### config.mk
export PLATFORM = sky130hd
export DESIGN_NAME = tx_payload_fifo
export DESIGN_NICKNAME = d
export VERILOG_FILES = /design/src/rtl/tx_payload_fifo.sv
export SDC_FILE = /design/constraint.sdc
export NUM_CORES = 2
export LEC_CHECK = 0
export ABC_AREA = 1
export BUFFER_PORTS_ARGS = -buffer_cell sky130_fd_sc_hd__buf_4
export CAP_MARGIN = 20
export CORE_MARGIN = 1
export CORE_UTILIZATION = 40
export DETAILED_ROUTE_END_ITERATION = 6
export PLACE_DENSITY = 0.57
export SLEW_MARGIN = 40
export SYNTH_ARGS = -nofsm -noshare
export SYNTH_HDL_FRONTEND = slang
export SYNTH_SLANG_ARGS = --single-unit
export TNS_END_PERCENT = 1
### constraint.sdc
create_clock -name USER_CLK -period 9.8 [get_ports USER_CLK]
set_input_delay 1.47 -clock USER_CLK [delete_from_list [all_inputs] [get_ports USER_CLK]]
set_output_delay 1.47 -clock USER_CLK [all_outputs]
set_load 0.02 [all_outputs]
### src/rtl/tx_payload_fifo.sv
// tx_payload_fifo
// First-word-fall-through payload buffer feeding the Interlaken TX framer.
// A burst toward the framer starts only once a complete packet, or a
// threshold number of words, is buffered. This keeps idle insertion inside
// a packet to a minimum. An empty slot taken by the framer while streaming
// sets a sticky underrun flag.
module tx_payload_fifo #(
  parameter int DEPTH           = 32,
  parameter int START_THRESHOLD = 8,
  parameter int AFULL_THRESHOLD = 28
) (
  input  logic                       USER_CLK,
  input  logic                       SYSTEM_RESET_N,
  input  logic [63:0]                WR_DATA,
  input  logic                       WR_EOP,
  input  logic                       WR_VALID,
  output logic                       WR_READY,
  output logic [63:0]                TX_DATA,
  output logic                       TX_DATA_TO_SEND,
  input  logic                       TX_DATA_IN_READY,
  output logic [$clog2(DEPTH):0]     LEVEL,
  output logic                       ALMOST_FULL,
  output logic                       UNDERRUN,
  input  logic                       CLEAR_ERR
);

  localparam int AW = $clog2(DEPTH);
  localparam int LW = AW + 1;

  localparam logic [LW-1:0] LVL_ZERO  = {LW{1'b0}};
  localparam logic [LW-1:0] LVL_ONE   = {{(LW-1){1'b0}}, 1'b1};
  localparam logic [LW-1:0] LVL_DEPTH = LW'(DEPTH);
  localparam logic [LW-1:0] LVL_START = LW'(START_THRESHOLD);
  localparam logic [LW-1:0] LVL_AFULL = LW'(AFULL_THRESHOLD);
  localparam logic [AW-1:0] PTR_ONE   = {{(AW-1){1'b0}}, 1'b1};

  typedef enum logic [0:0] {
    ST_IDLE   = 1'b0,
    ST_STREAM = 1'b1
  } state_t;

  // Storage entries are {eop, data}.
  logic [64:0]    mem_r [DEPTH];
  logic [AW-1:0]  wr_ptr_r;
  logic [AW-1:0]  rd_ptr_r;
  logic [LW-1:0]  level_r;
  logic [LW-1:0]  level_next_s;
  logic [LW-1:0]  pkt_cnt_r;
  logic [LW-1:0]  pkt_cnt_next_s;
  logic           wr_ready_r;
  logic           afull_r;
  logic           underrun_r;
  logic           to_send_s;
  state_t         state_r;
  state_t         state_next_s;
  logic [64:0]    head_s;
  logic           push_s;
  logic           pop_s;
  logic           push_eop_s;
  logic           pop_eop_s;

  assign head_s     = mem_r[rd_ptr_r];
  assign push_s     = WR_VALID & wr_ready_r;
  assign pop_s      = TX_DATA_IN_READY & to_send_s;
  assign push_eop_s = push_s & WR_EOP;
  assign pop_eop_s  = pop_s & head_s[64];

  assign TX_DATA         = head_s[63:0];
  assign TX_DATA_TO_SEND = to_send_s;
  assign WR_READY        = wr_ready_r;
  assign LEVEL           = level_r;
  assign ALMOST_FULL     = afull_r;
  assign UNDERRUN        = underrun_r;

  // Write the pushed word into the entry addressed by the write pointer.
  always_ff @(posedge USER_CLK) begin
    if (push_s) begin
      mem_r[wr_ptr_r] <= {WR_EOP, WR_DATA};
    end
  end

  // Next stored-word count; a simultaneous push and pop leaves it unchanged.
  always_comb begin
    level_next_s = level_r;
    if (push_s && !pop_s) begin
      level_next_s = level_r + LVL_ONE;
    end else if (!push_s && pop_s) begin
      level_next_s = level_r - LVL_ONE;
    end else begin
      level_next_s = level_r;
    end
  end

  // Next count of EOP words held in storage.
  always_comb begin
    pkt_cnt_next_s = pkt_cnt_r;
    if (push_eop_s && !pop_eop_s) begin
      pkt_cnt_next_s = pkt_cnt_r + LVL_ONE;
    end else if (!push_eop_s && pop_eop_s) begin
      pkt_cnt_next_s = pkt_cnt_r - LVL_ONE;
    end else begin
      pkt_cnt_next_s = pkt_cnt_r;
    end
  end

  // Pointers, occupancy, packet count and registered status flags.
  // WR_READY looks at the next level, so it stays low through a pop at full.
  always_ff @(posedge USER_CLK or negedge SYSTEM_RESET_N) begin
    if (!SYSTEM_RESET_N) begin
      wr_ptr_r   <= {AW{1'b0}};
      rd_ptr_r   <= {AW{1'b0}};
      level_r    <= LVL_ZERO;
      pkt_cnt_r  <= LVL_ZERO;
      wr_ready_r <= 1'b0;
      afull_r    <= 1'b0;
    end else begin
      if (push_s) begin
        wr_ptr_r <= wr_ptr_r + PTR_ONE;
      end
      if (pop_s) begin
        rd_ptr_r <= rd_ptr_r + PTR_ONE;
      end
      level_r    <= level_next_s;
      pkt_cnt_r  <= pkt_cnt_next_s;
      wr_ready_r <= (level_next_s != LVL_DEPTH);
      afull_r    <= (level_next_s >= LVL_AFULL);
    end
  end

  // Sticky underrun: set when the framer takes a slot while streaming empty.
  // A set in the same cycle as a clear takes priority.
  always_ff @(posedge USER_CLK or negedge SYSTEM_RESET_N) begin
    if (!SYSTEM_RESET_N) begin
      underrun_r <= 1'b0;
    end else if ((state_r == ST_STREAM) && (level_r == LVL_ZERO) && TX_DATA_IN_READY) begin
      underrun_r <= 1'b1;
    end else if (CLEAR_ERR) begin
      underrun_r <= 1'b0;
    end
  end

  // Burst control state register.
  always_ff @(posedge USER_CLK or negedge SYSTEM_RESET_N) begin
    if (!SYSTEM_RESET_N) begin
      state_r <= ST_IDLE;
    end else begin
      state_r <= state_next_s;
    end
  end

  // Start a burst on a full packet or enough words; end it after the EOP leaves.
  always_comb begin
    state_next_s = state_r;
    case (state_r)
      ST_IDLE: begin
        if ((pkt_cnt_r != LVL_ZERO) || (level_r >= LVL_START)) begin
          state_next_s = ST_STREAM;
        end else begin
          state_next_s = ST_IDLE;
        end
      end
      ST_STREAM: begin
        if (pop_eop_s) begin
          state_next_s = ST_IDLE;
        end else begin
          state_next_s = ST_STREAM;
        end
      end
      default: state_next_s = ST_IDLE;
    endcase
  end

  // Offer the head word only while streaming and something is stored.
  always_comb begin
    to_send_s = 1'b0;
    case (state_r)
      ST_IDLE:   to_send_s = 1'b0;
      ST_STREAM: to_send_s = (level_r != LVL_ZERO);
      default:   to_send_s = 1'b0;
    endcase
  end

endmodule

# Yosys cells after proc, flatten, opt, wreduce, memory -nomap -nowiden
# Memory sizes are Yosys's and may differ from the RTL's.
# Cells that the tools add are included.
# Widths: inputs -> output; s select.
[word_totals] register_bits=26 ram_bits=2080 input_bits=70 out_inout_bits=74 word_cells=51 n_memories=1
[mem_list] memory="mem_r" words=32 width=65 rd=1 rd_ports_with_merged_regs=0 wr=1 line="43" rtl="logic [64:0] mem_r [DEPTH];"
[op_classes] n_addsub=6 n_lt_le_gt_ge=2 eq_ne=1 mux=12 bitwise_logic=5 reduce_logical=16
[op_table] cell="$mux 6" count=4
[op_table] cell="$add 6x1->6 const B" count=2
[op_table] cell="$reduce_bool 6->1" count=2
[op_table] cell="$sub 6x1->6 const B" count=2
[op_table] cell="$add 5x1->5 const B" count=2
[op_table] cell="$ge 6x4->1 const B" count=1
[op_table] cell="$ge 6x5->1 const B" count=1
[op_table] cell="$logic_and 1x1->1" count=6
[op_table] cell="$logic_not 6->1" count=1
[op_table] cell="$mux 1" count=6
[op_table] cell="$ne 6x6->1 const B" count=1
[op_table] cell="$and 1x1->1" count=4
[op_table] cell="$logic_not 1->1" count=4
[op_table] cell="$pmux 1 s2" count=2
[op_table] cell="$reduce_bool 2->1" count=2
[op_table] cell="$logic_or 1x1->1" count=1
[op_table] cell="$not 1->1" count=1

# Depth between registers and ports, before layout
[logic_depth] depth_word=7 depth_mapped=25

# Worst setup path before layout
# OpenSTA, ideal clock, no wires.
[synth_path] kind="input to register" start="input port WR_VALID" end="memory mem_r[15][0], enable pin" arrival_time_ps=6181 required_time_ps=9230 path_slack_ps=3049 stages=2 path_buffers=0 cell_sequence="nand2_1 nor3_1"
[synth_between] elab_chain_len=3
[synth_rtl] element="start, declared" line="16" rtl="input logic WR_VALID,"
[synth_rtl] element="$and 1x1->1" line="63" rtl="assign push_s = WR_VALID & wr_ready_r;"
[synth_rtl] element="$mux 1" line="77" rtl="if (push_s) begin"
[synth_rtl] element="$mux 1 (not written as such)" line="78" rtl="mem_r[wr_ptr_r] <= {WR_EOP, WR_DATA};"
[synth_rtl] element="end, declared" line="43"
# No other way between the ends.

# Final worst setup path
[layout_path] start="register rd_ptr_r[0]" end="output port TX_DATA[37]"
[layout_between] elab_chain_len=1
[layout_rtl] element="start, declared" line="45" rtl="logic [AW-1:0] rd_ptr_r;"
[layout_rtl] element="start signal, assigned" line="111" rtl="rd_ptr_r <= {AW{1'b0}};"
[layout_rtl] element="start signal, assigned" line="121" rtl="rd_ptr_r <= rd_ptr_r + PTR_ONE;"
[layout_rtl] element="$mem_v2 32x65"
[layout_rtl] element="end, declared" line="18" rtl="output logic [63:0] TX_DATA,"
# No other way between the ends.

==> out/metrics.cfg <==
[detailed_routing]
drcViolationCount=0
antenna_left=0
dr.first_iter.drc_count=5893
first_pass_detailed_route_iteration_total=6
routed-via-count=53182
routed_wl_um=242000
routed_wire_length_per_instance_um=25.8
route.detailed.vias_per_inst=5.67

[power]
power.leakage_nw=30.5
cellPowerDensity_nw_per_um2=302
vdd.ir_drop.worst_mv=0.278

[logic_synthesis]
synth_enable_flop_cells=2080
synth.largest_area_cell=sky130_fd_sc_hd__edfxtp_1
mappedNetlistNets=6528
synth.top_cell.area_share_pct=75.1
largest_cells_by_area_after_synthesis=sky130_fd_sc_hd__edfxtp_1 75%, sky130_fd_sc_hd__nor2_1 7.0%, sky130_fd_sc_hd__o21ai_0 5.6%, sky130_fd_sc_hd__o22ai_1 2.5%, sky130_fd_sc_hd__nand2_1 2.2%
synth_async_sr_flop_share_pct=1.23
portion_of_the_post_synthesis_area_used_by_sequential_elements_pct=75.9
yosys_warning_count=0
synth.cells.most_frequent=2080 x sky130_fd_sc_hd__edfxtp_1, 1551 x sky130_fd_sc_hd__nor2_1, 934 x sky130_fd_sc_hd__o21ai_0, 490 x sky130_fd_sc_hd__nand2_1, 338 x sky130_fd_sc_hd__o22ai_1
flip_flop_and_latch_count_after_synthesis=2106
mappedNetlistArea_um2=83200
synthCells=6445
syn-mean-instance-area_um2=12.9
leading_cell_type_by_number_of_instances_after_synthesis=sky130_fd_sc_hd__edfxtp_1
yosys_most_used_dff=sky130_fd_sc_hd__edfxtp_1
yosys.cell_types.count=35

[die]
die_width_um=458
fp.dieArea_um2=210000
vertical_die_dimension_um=458
core_area_um2=207000
design.portCount=144
initial_core_util_pct=40.2
floorplan.rows=167

[timing]
worst_hold_slack_ns=0.529
timing.final.crit_share_pct=67.6
fin_crit_ns=6.62
worst_clock_skew_ns=0.0578
max_slew_margin_pct=38.8
finalSetupViolations=0
worst_pin_slew_ns=0.919
fmax_mhz=151
finalSetupTns_ns=0
final-hold-violation-count=0
timing_max_transition_violations_final=0
setup_repair_after_global_routing_missed_its_margin=no

[clocking]
cts-hold-fix-buffers=0
clock_tree.root_cell=sky130_fd_sc_hd__clkbuf_16
clock_path_buffers=3
post_cts.resized_instances=0
clock_tree.htree_level_count=4
tritoncts=built
cts_inserted_buffers=214
clock_latency_ns=0.85
clkTransAtPathRegs_ns=0.06
post_cts_buffers=0
clkSinkCount=2106

[setup_path]
worstSetupEndpointType=primary output
timing.critical_path.required_ns=8.33
worstPathCellList=buf_12 -> inv_16 -> buf_16 -> buf_16 -> buf_12 -> buf_16 -> o21ai_0 -> o22ai_1 -> nor2_1 -> nor2_1 -> nor2_1 -> a21oi_1 -> buf_4
timing.critical_path.slowest_stage_cell=sky130_fd_sc_hd__dfrtp_4
critical_path.max_stage_delay_ns=0.66
crit_path_start_kind=flip-flop
critical_path.reg2reg.endpoint=pkt_cnt_r[5]
worst_ep_arrival_time_ns=5.15
worstPathMaxFanout=158
timing.critical_path.buf_inv=7
critical_path.reg2reg.startpoint=rd_ptr_r[2]
crit_type=reg -> out
crit_path_leading_delay_family=buffers and inverters
r2r_cells=20
regToRegSetupSlack_ns=5.18

[finish]
area_delta_synth_final_pct=13.1
layout.cell_area.non_filler_um2=94100
fill_cell_instance_count_of_the_final_layout=18367
finalNetCount=6577
layout-drive-gt1-share_pct=8.84

[min_path]
holdCritPathClass=reg -> reg
timing.hold.worst_path_depth=2
hold_path_end=pkt_cnt_r[2]
min-delay-start=pkt_cnt_r[2]

[outcome]
status=completed

[placed_design]
placed_cell_area_um2=87300
gp_routability_congestion=0.746
quantity_of_i_o_buffers_inserted_on_ports=143
place_hpwl_um=114000

[global_route]
global_route_wire_length_before_repair_um=351000
grt_max_degree=213
global_route.overflow_total=0
vias_in_the_first_global_route=51428
initial_antenna_violation_count=13
track_usage_pct=22.7

[flow_run]
max_cap_violations=0

-- worst register-to-register path: cells and delay by family, from the launching register on --
family	cells	cell delay, ns
fa+ha+maj	2	0.47
flops	1	0.65
simple gates	12	1.56
compound gates	2	0.40
buf+inv	4	1.40
-- sequential cells by signal, summed over array words and instances, names as in the netlist, 5 cells and up --
| register | cells |
|---|---|
| rd_ptr_r | 5 |
| pkt_cnt_r | 6 |
| LEVEL | 6 |
| mem_r | 2080 |
| wr_ptr_r | 5 |
-- power by group --
| part | leakage, nW | switching, mW | internal [mW] | total [mW] |
|---|---|---|---|---|
| sequential | 19.0 | 0.211 | 10.5 | 10.7 |
| combinational | 8.18 | 7.05 | 2.80 | 9.85 |
| clock | 3.24 | 3.44 | 4.41 | 7.85 |
-- per-stage QoR --
stage	setup slack [ns]	utilization [%]	cells	power (mW)
global route	2.89	45.5	9379	29.8
finish	3.18	45.5	9379	28.4
floorplan	3.05	-	6445	17.2
detailed placement	4.11	42.2	8979	20.7
CTS	3.18	45.4	9372	28.5
global placement	4.14	41.9	8957	20.5
-- area by class of cell --
cell class                 count  area, µm²  share of cell area (%)
antenna                        4       10.0                  0.0106
clock buffer                 275       5670                    6.02
clock inverter               118       1010                    1.08
inverter                      48        216                   0.230
multi-input combinational   3858      18000                    19.1
sequential                  2106      63100                    67.1
tap                         2704       3380                    3.60
timing repair buffer         266       2670                    2.84
-- logic make-up (layout without fill, tap and decap cells) --
family                     after synthesis  after routing  synth area share, %
adders and majority gates               13             13                0.205
other                                    0              4                    0
buffers and inverters                  481            707                 2.79
AOI/OAI and AO/OA                     1597           1597                 10.6
DFF                                   2106           2106                 75.9
and+or+nand+nor                       2233           2233                 10.4
xor gates and xnor gates                15             15                0.158
-- routing by layer --
metal	track usage [%]	wire length, µm
met1	30.9	103000
met2	37.8	116000
met3	3.20	15700
met4	6.62	6660
met5	0	67
-- cells in the final DEF, fill, tap and decap left out, drive strengths merged, types with 2 or more instances in the layout --
cell      Yosys  routed
o22ai       338     338
a21boi        2       2
buf         215     266
or2           4       4
ha           12      12
o21ai      1063    1063
xnor2         2       2
diode         0       4
clkinv        2      98
nand4         5       5
edfxtp     2080    2080
clkinvlp      0       4
nor4          2       2
bufinv        0      13
xor2         13      13
o211ai      157     157
nand2       491     491
nand3       178     178
inv          46      51
a21oi        35      35
dfrtp        26      26
clkbuf      218     275
nor2       1551    1551
-- worst max path at each step --
stage | start | endpoint | slack, ns | depth (start not counted)
global route | rd_ptr_r[0] | TX_DATA[37] | 2.89 | 13
global placement | rd_ptr_r[0] | TX_DATA[57] | 4.14 | 9
finish | rd_ptr_r[0] | TX_DATA[37] | 3.18 | 13
floorplan | WR_VALID | mem_r[15][0] | 3.05 | 2
detailed placement | rd_ptr_r[0] | TX_DATA[37] | 4.11 | 12
CTS | rd_ptr_r[0] | TX_DATA[37] | 3.18 | 12
Power figures use the tool's default switching activity.
